<file path="src/rtl/seven_seg_pkg.sv">
// Shared types for the seven-segment scan controller.
package seven_seg_pkg;

  typedef logic [0:6] seg_t;
  typedef logic [3:0] hex_t;

  typedef enum logic {
    ST_ON,
    ST_DEAD
  } state_t;

  localparam seg_t SEG_BLANK = 7'b1111111;

  // Counter width that stays at least one bit for tiny ranges.
  function automatic int cnt_w(input int n);
    return (n <= 2) ? 1 : $clog2(n);
  endfunction

endpackage

</file>
<file path="src/rtl/decoder_7segments.sv">
// Hex to active-low a..g segment decoder, common-anode display.
module decoder_7segments
  import seven_seg_pkg::*;
(
  input  hex_t hex,
  output seg_t seg
);

  always_comb begin
    seg = SEG_BLANK;
    unique case (hex)
      4'h0: seg = 7'b0000001;
      4'h1: seg = 7'b1001111;
      4'h2: seg = 7'b0010010;
      4'h3: seg = 7'b0000110;
      4'h4: seg = 7'b1001100;
      4'h5: seg = 7'b0100100;
      4'h6: seg = 7'b0100000;
      4'h7: seg = 7'b0001111;
      4'h8: seg = 7'b0000000;
      4'h9: seg = 7'b0000100;
      4'hA: seg = 7'b0001000;
      4'hB: seg = 7'b1100000;
      4'hC: seg = 7'b0110001;
      4'hD: seg = 7'b1000010;
      4'hE: seg = 7'b0110000;
      4'hF: seg = 7'b0111000;
    endcase
  end

endmodule

</file>
<file path="src/rtl/seven_seg_scan_ctrl.sv">
// Multiplexed 7-seg scan controller with dead time between digits.
// Optional SEVEN_SEG_LEADING_ZERO_BLANK_EN blanks leading zero digits.
module seven_seg_scan_ctrl
  import seven_seg_pkg::*;
#(
  parameter int NUM_DIGITS  = 4,
  parameter int REFRESH_DIV = 50000,
  parameter int DEAD_CYCLES = 8
) (
  input  logic                  clk,
  input  logic                  rst_n,
  input  logic                  wr_en,
  input  logic [2:0]            wr_addr,
  input  logic [3:0]            wr_data,
  input  logic [NUM_DIGITS-1:0] blank,
  output seg_t                  seg_out,
  output logic [NUM_DIGITS-1:0] digit_sel_n,
  output logic                  frame_done
);

  localparam int IW = cnt_w(NUM_DIGITS);
  localparam int PW = cnt_w(REFRESH_DIV);
  localparam int DW = cnt_w(DEAD_CYCLES);

  hex_t            digit_reg [NUM_DIGITS];
  logic [IW-1:0]   idx_q;
  logic [PW-1:0]   pre_q;
  logic [DW-1:0]   dead_q;
  state_t          state_q;
  state_t          state_d;

  hex_t                  cur_hex;
  logic                  cur_blank;
  logic                  lz_blank;
  seg_t                  dec_seg;
  logic [NUM_DIGITS-1:0] sel_n_c;
  logic                  pre_end;
  logic                  dead_end;
  logic                  last_digit;

  assign pre_end    = pre_q == PW'(REFRESH_DIV - 1);
  assign dead_end   = dead_q == DW'(DEAD_CYCLES - 1);
  assign last_digit = idx_q == IW'(NUM_DIGITS - 1);

  always_ff @(posedge clk or negedge rst_n) begin
    if (!rst_n) begin
      for (int i = 0; i < NUM_DIGITS; i++)
        digit_reg[i] <= '0;
    end else if (wr_en) begin
      for (int i = 0; i < NUM_DIGITS; i++)
        if (wr_addr == 3'(i))
          digit_reg[i] <= wr_data;
    end
  end

  always_comb begin
    cur_hex   = '0;
    cur_blank = 1'b0;
    sel_n_c   = '1;
    for (int i = 0; i < NUM_DIGITS; i++) begin
      if (idx_q == IW'(i)) begin
        cur_hex    = digit_reg[i];
        cur_blank  = blank[i];
        sel_n_c[i] = 1'b0;
      end
    end
  end

`ifdef SEVEN_SEG_LEADING_ZERO_BLANK_EN
  // Dark when this digit and every higher one hold zero; digit 0 never.
  always_comb begin
    lz_blank = idx_q != '0;
    for (int i = 0; i < NUM_DIGITS; i++)
      if (IW'(i) >= idx_q && digit_reg[i] != '0)
        lz_blank = 1'b0;
  end
`else
  assign lz_blank = 1'b0;
`endif

  decoder_7segments u_dec (
    .hex (cur_hex),
    .seg (dec_seg)
  );

  always_comb begin
    state_d = state_q;
    unique case (state_q)
      ST_ON:   if (pre_end)  state_d = ST_DEAD;
      ST_DEAD: if (dead_end) state_d = ST_ON;
      default: state_d = ST_ON;
    endcase
  end

  always_ff @(posedge clk or negedge rst_n) begin
    if (!rst_n) begin
      state_q <= ST_ON;
      idx_q   <= '0;
      pre_q   <= '0;
      dead_q  <= '0;
    end else begin
      state_q <= state_d;
      if (state_q == ST_ON)
        pre_q <= pre_end ? '0 : pre_q + 1'b1;
      if (state_q == ST_DEAD) begin
        dead_q <= dead_end ? '0 : dead_q + 1'b1;
        if (dead_end)
          idx_q <= last_digit ? '0 : idx_q + 1'b1;
      end
    end
  end

  always_ff @(posedge clk or negedge rst_n) begin
    if (!rst_n) begin
      seg_out     <= SEG_BLANK;
      digit_sel_n <= '1;
      frame_done  <= 1'b0;
    end else if (state_q == ST_ON) begin
      seg_out     <= (cur_blank || lz_blank) ? SEG_BLANK : dec_seg;
      digit_sel_n <= sel_n_c;
      frame_done  <= pre_end && last_digit;
    end else begin
      seg_out     <= SEG_BLANK;
      digit_sel_n <= '1;
      frame_done  <= 1'b0;
    end
  end

endmodule

</file>
<file path="config.mk">
export PLATFORM = sky130hd
export DESIGN_NAME = seven_seg_scan_ctrl
export DESIGN_NICKNAME = d
export VERILOG_FILES = /design/src/rtl/seven_seg_pkg.sv /design/src/rtl/decoder_7segments.sv /design/src/rtl/seven_seg_scan_ctrl.sv
export SDC_FILE = /design/constraint.sdc
export NUM_CORES = 1
export LEC_CHECK = 0
export BUFFER_PORTS_ARGS = -buffer_cell sky130_fd_sc_hd__buf_2
export CAP_MARGIN = 20
export CORE_ASPECT_RATIO = 0.5
export CORE_MARGIN = 2
export CORE_UTILIZATION = 35
export CTS_BUF_LIST = sky130_fd_sc_hd__clkbuf_8
export CTS_CLUSTER_SIZE = 30
export DETAILED_ROUTE_END_ITERATION = 7
export PLACE_DENSITY = 0.56
export SLEW_MARGIN = 20
export SYNTH_ARGS = -nofsm -noshare
export SYNTH_HDL_FRONTEND = slang
export SYNTH_SLANG_ARGS = --single-unit
</file>
<file path="constraint.sdc">
create_clock -name clk -period 4.4 [get_ports clk]
set_clock_uncertainty 0.2 [all_clocks]
set_input_delay 0.66 -clock clk [delete_from_list [all_inputs] [get_ports clk]]
set_output_delay 0.66 -clock clk [all_outputs]
set_load 0.03 [all_outputs]
</file>
# Word-level counts from Yosys, hierarchy flattened
# Memories as Yosys holds them, arrays and structs flattened.
# Index checks and enable logic that the tools add are counted.
# classes
reduce_logical	8
n_mux	22
addsub	3
bitwise	1
eq_ne	8
# ops
op	count
two-way mux 4 bit	5
adder 16 x 1 -> 16 bit, second input constant	1
equality test 16 bit, second input constant	1
two-way mux 16 bit	1
two-way mux 7 bit	2
two-way mux 1 bit	11
AND reduction 2 bit	5
equality test 3 x 2 -> 1 bit, second input constant	2
equality test 2 bit, second input constant	2
adder 3 x 1 -> 3 bit, second input constant	1
equality test 3 x 1 -> 1 bit, second input constant	1
equality test 3 bit, second input constant	1
zero test 3 bit	1
two-way mux 3 bit	1
adder 2 x 1 -> 2 bit, second input constant	1
equality test 2 x 1 -> 1 bit, second input constant	1
zero test 2 bit	1
two-way mux 2 bit	1
one-hot mux 1 bit (2 select lines)	1
logical AND 1 bit	1
NOT 1 bit	1
# word_totals
mem_count	1
mem_bits_ro	112
register_bits	50
input_bits	14
wordCells	54
out_inout_bits	12
# mem_list
name	depth	word_bits	read_ports	rd_clocked_by_memory_dff	wr	line	text
(name not given)	16	7	1	0	0	decoder_7segments.sv:11	unique case (hex)

# Logic depth before layout (Yosys ltp)
# An unclocked memory read counts as a cell.
# logic_depth
ltp_word	8
ltp_mapped	11

# Cells and area by module
# A second synthesis with hierarchy kept.
# hier_totals
cells_unflattened	231
area_unflattened_um2	2592.5
# modules_own_cells
module	n_inst	seq_area_each_um2	area_per_inst_um2	cells_each
seven_seg_scan_ctrl	1	1265.0	2318.5	199
decoder_7segments	1	0.0	274.0	32

# Worst setup path before layout
# OpenSTA, ideal clock, no wires.
# synth_path
kind	flip-flop to flip-flop
start	reg idx_q[0]
end	reg seg_out[3]
synth_period_minus_slack_ns	2.260
arrival_time_ns	1.982
path_buffers	1
path_slack_ns	2.140
path_stages_with_launch	11
cell_sequence	dfrtp_1 -> ha_1 -> buf_6 -> inv_1 -> nand2_1 -> o211ai_1 -> inv_1 -> ha_1 -> mux2i_1 -> and3_1 -> a31oi_1
# synth_between
elab_chain_cells	8
word_cells_on_any_way	15
classes_between	3 x eq/ne; 10 x mux; 1 x reduce/logical; 1 x memory
# synth_lines
item	line	text
from (decl)	seven_seg_scan_ctrl.sv:26	logic [IW-1:0] idx_q;
from (signal assigned)	seven_seg_scan_ctrl.sv:108	idx_q <= last_digit ? '0 : idx_q + 1'b1;
zero test 2 bit	seven_seg_scan_ctrl.sv:61	if (idx_q == IW'(i)) begin
two-way mux 4 bit (4 in series)	seven_seg_scan_ctrl.sv:61	
memory read (16 x 7 bit)	-	
two-way mux 7 bit (*)	seven_seg_scan_ctrl.sv:119	seg_out <= (cur_blank || lz_blank) ? SEG_BLANK : dec_seg;
two-way mux 7 bit (*)	seven_seg_scan_ctrl.sv:118	end else if (state_q == ST_ON) begin
to (signal assigned)	seven_seg_scan_ctrl.sv:119	
to (decl)	seven_seg_scan_ctrl.sv:16	output seg_t seg_out,
# Every way passes the cells marked *; elsewhere a longest branch is shown, timed or not.
# A chain may end at the register's enable or synchronous reset.

# Worst setup path in the final report
# Ends and elaborated chain as after synthesis.

==> qor.yml <==
status: "finished clean"
mostFrequentLayoutCells: "dfrtp_1, nand2_1, buf_2"
drc_errors: 0
initial_utilization_pct: 36.1
vias_per_cell: 4.99
grt-ovfl-total: 0
grt_pass1_vias: 1747
die_h_um: 65.6
power_density_nw_per_um2: 366
first_pass_iters: 4
rows: 22
dp_hpwl_um: 3620
slew_violations: 0
setup.worst_path.start_class: "register"
antenna_cells: 0
grt_usage_pct: 12.9
async_flop_share_pct: 100
hold_path.class: "input pin to asynchronous set/reset pin"
drive_above_1_share_pct: 31.5
cts_resized: 0
synthToLayoutAreaGrowth_pct: 11.7
synthMuxAreaShare_pct: 11.6
num_vias: 1777
yosysWarnings: 0
synth_cell_type_count: 51
layout.cells.most_common: "dfrtp_1"
finalCriticalPeriod_ns: 2.55
critPathKind: "register to register"
tightest_slew_ns: 0.732
die_area_um2: 8340
synthAdderAreaFrac_pct: 6.13
grt_pass1_wl_um: 8350
ioPinCount: 26
layout.nets: 286
grt_max_degree: 51
required_ns: 4.44
timing.setup.tns_ns: 0
synth_nets: 260
postRouteAntennaNets: 0
synth_edf_count: 0
ys_ff_latch: 50
die_w_um: 127
cts_root_buf: "clkbuf_8"
gp_congestion: 0.774
synth_compound_area_share_pct: 9.99
cap_viol_max_count: 0
period_share_pct: 57.9
wire_per_inst_um: 13.7
wl_um: 4870
numPortBuffers: 25
synth_xor_area_share_pct: 2.97
antenna_found_initial: 0
synthesis.instances: 233
netlist_area_um2: 2660
synth_area_per_cell_um2: 11.4
cts_buffers: 5
clk_pin_slew_ns: 0.09
rsz0062_at_grt: "no"
synth_top_family_by_area: "simple AND/OR/NAND/NOR gates"
ys.flop_type: "dfrtp_1"
cts.path.max_buffers: 2
htreeDepth: 2
clkSinkCount: 50
cts_tree: "built"
clkLatencyLatePin_ns: 0.31
holdBufCountCts: 0
ir_worst_vdd_mv: 0.139
fin_util_pct: 40.3
worstPathMaxFanout: 12
slew_headroom_pct: 51.0
core_area_um2: 7350
first_iter_violations: 92
fmax_mhz: 393
hold_viol: 0
cp.arrival_ns: 2.58
setup_violations: 0
seq_area_frac_synth_pct: 47.6
crit_path_end_kind: "register"
post-cts-setup-buffer-count: 0
p_leak_nw: 1.30
synthSimpleGateAreaFrac_pct: 18.0
==> layer usage <==
layer	routed length (um)	global-route usage, %	vias to the layer above
met5	0	0	-
met4	70	4.81	0
met3	150	3.50	5
met2	2340	21.4	26
met1	2310	16.5	873
li1	-	-	873
==> report_power, final <==
group	total [mW]	internal, mW	switching (mW)	leakage (nW)
clock	0.332	0.183	0.149	0.0626
combinational	0.211	0.0924	0.119	0.624
sequential	0.541	0.516	0.0248	0.615
==> synthesized netlist by cell type (4+ instances only) <==
library cell / instances / share of area (%)
a21oi_1: 7 / 1.3
buf_6: 4 / 1.7
dfrtp_1: 39 / 37
dfstp_2: 11 / 11
ha_1: 13 / 6.1
inv_1: 8 / 1.1
mux2_2: 21 / 8.9
mux2i_1: 6 / 2.3
nand2_1: 25 / 3.5
nand3_1: 10 / 1.9
nor2_1: 14 / 2.0
o211ai_1: 8 / 2.3
xnor2_1: 5 / 1.6
xor2_1: 4 / 1.3
==> cell families (layout without fill, tap and decap cells) <==
| kind of cell | after synthesis | in the layout |
|---|---|---|
| flip-flops | 50 | 50 |
| AO/OA/AOI/OAI | 34 | 34 |
| buffers and inverters | 17 | 44 |
| adder cells (fa/ha/maj) | 13 | 13 |
| AND/OR/NAND/NOR | 82 | 82 |
| XOR/XNOR | 9 | 9 |
| multiplexers | 28 | 28 |
==> per-stage QoR <==
| stage | setup WS (ns) | cells | hold slack, ns | area, um^2 | power, mW |
|---|---|---|---|---|---|
| 2_1_floorplan | 2.14 | 233 | 0.164 | 2660 | 0.709 |
| 3_3_place_gp | 1.95 | 348 | 0.279 | 2850 | 0.761 |
| 3_5_place_dp | 1.85 | 348 | 0.280 | 2850 | 0.765 |
| 4_1_cts | 1.83 | 356 | 0.264 | 2970 | 1.10 |
| 5_1_grt | 1.66 | 356 | 0.297 | 2970 | 1.15 |
| 6_report | 1.85 | 356 | 0.240 | 2970 | 1.08 |
==> worst paths after layout <==
path                       startpoint      endpoint  slack [ns]  depth (start not counted)
setup reg to reg             idx_q[0]    seg_out[3]        1.85                          9
min in group clk            pre_q[12]     pre_q[12]        0.29                          1
hold reg to reg             pre_q[12]     pre_q[12]        0.29                          1
max in group asynchronous       rst_n  digit_reg[7]        3.33                          2
setup / recovery             idx_q[0]    seg_out[3]        1.85                          9
hold / removal                  rst_n     pre_q[11]        0.24                          2
==> worst max-delay path: stages (launching register included) <==
cell	delay [ns]
dfrtp_1	0.43
ha_1	0.39
inv_1	0.19
nand2_1	0.12
o211ai_1	0.35
inv_1	0.12
ha_1	0.29
mux2i_1	0.06
and3_1	0.20
a31oi_1	0.13
==> final cells by class <==
class | instances | area (um^2)
multi-input cells | 166 | 1290
flip-flops and latches | 50 | 1260
repair buffers | 26 | 133
clock inverters | 2 | 33.8
fillers | 726 | 4380
well taps | 96 | 120
clock buffers | 6 | 82.6
inverters | 10 | 37.5
(Power assumes the default switching activity.)
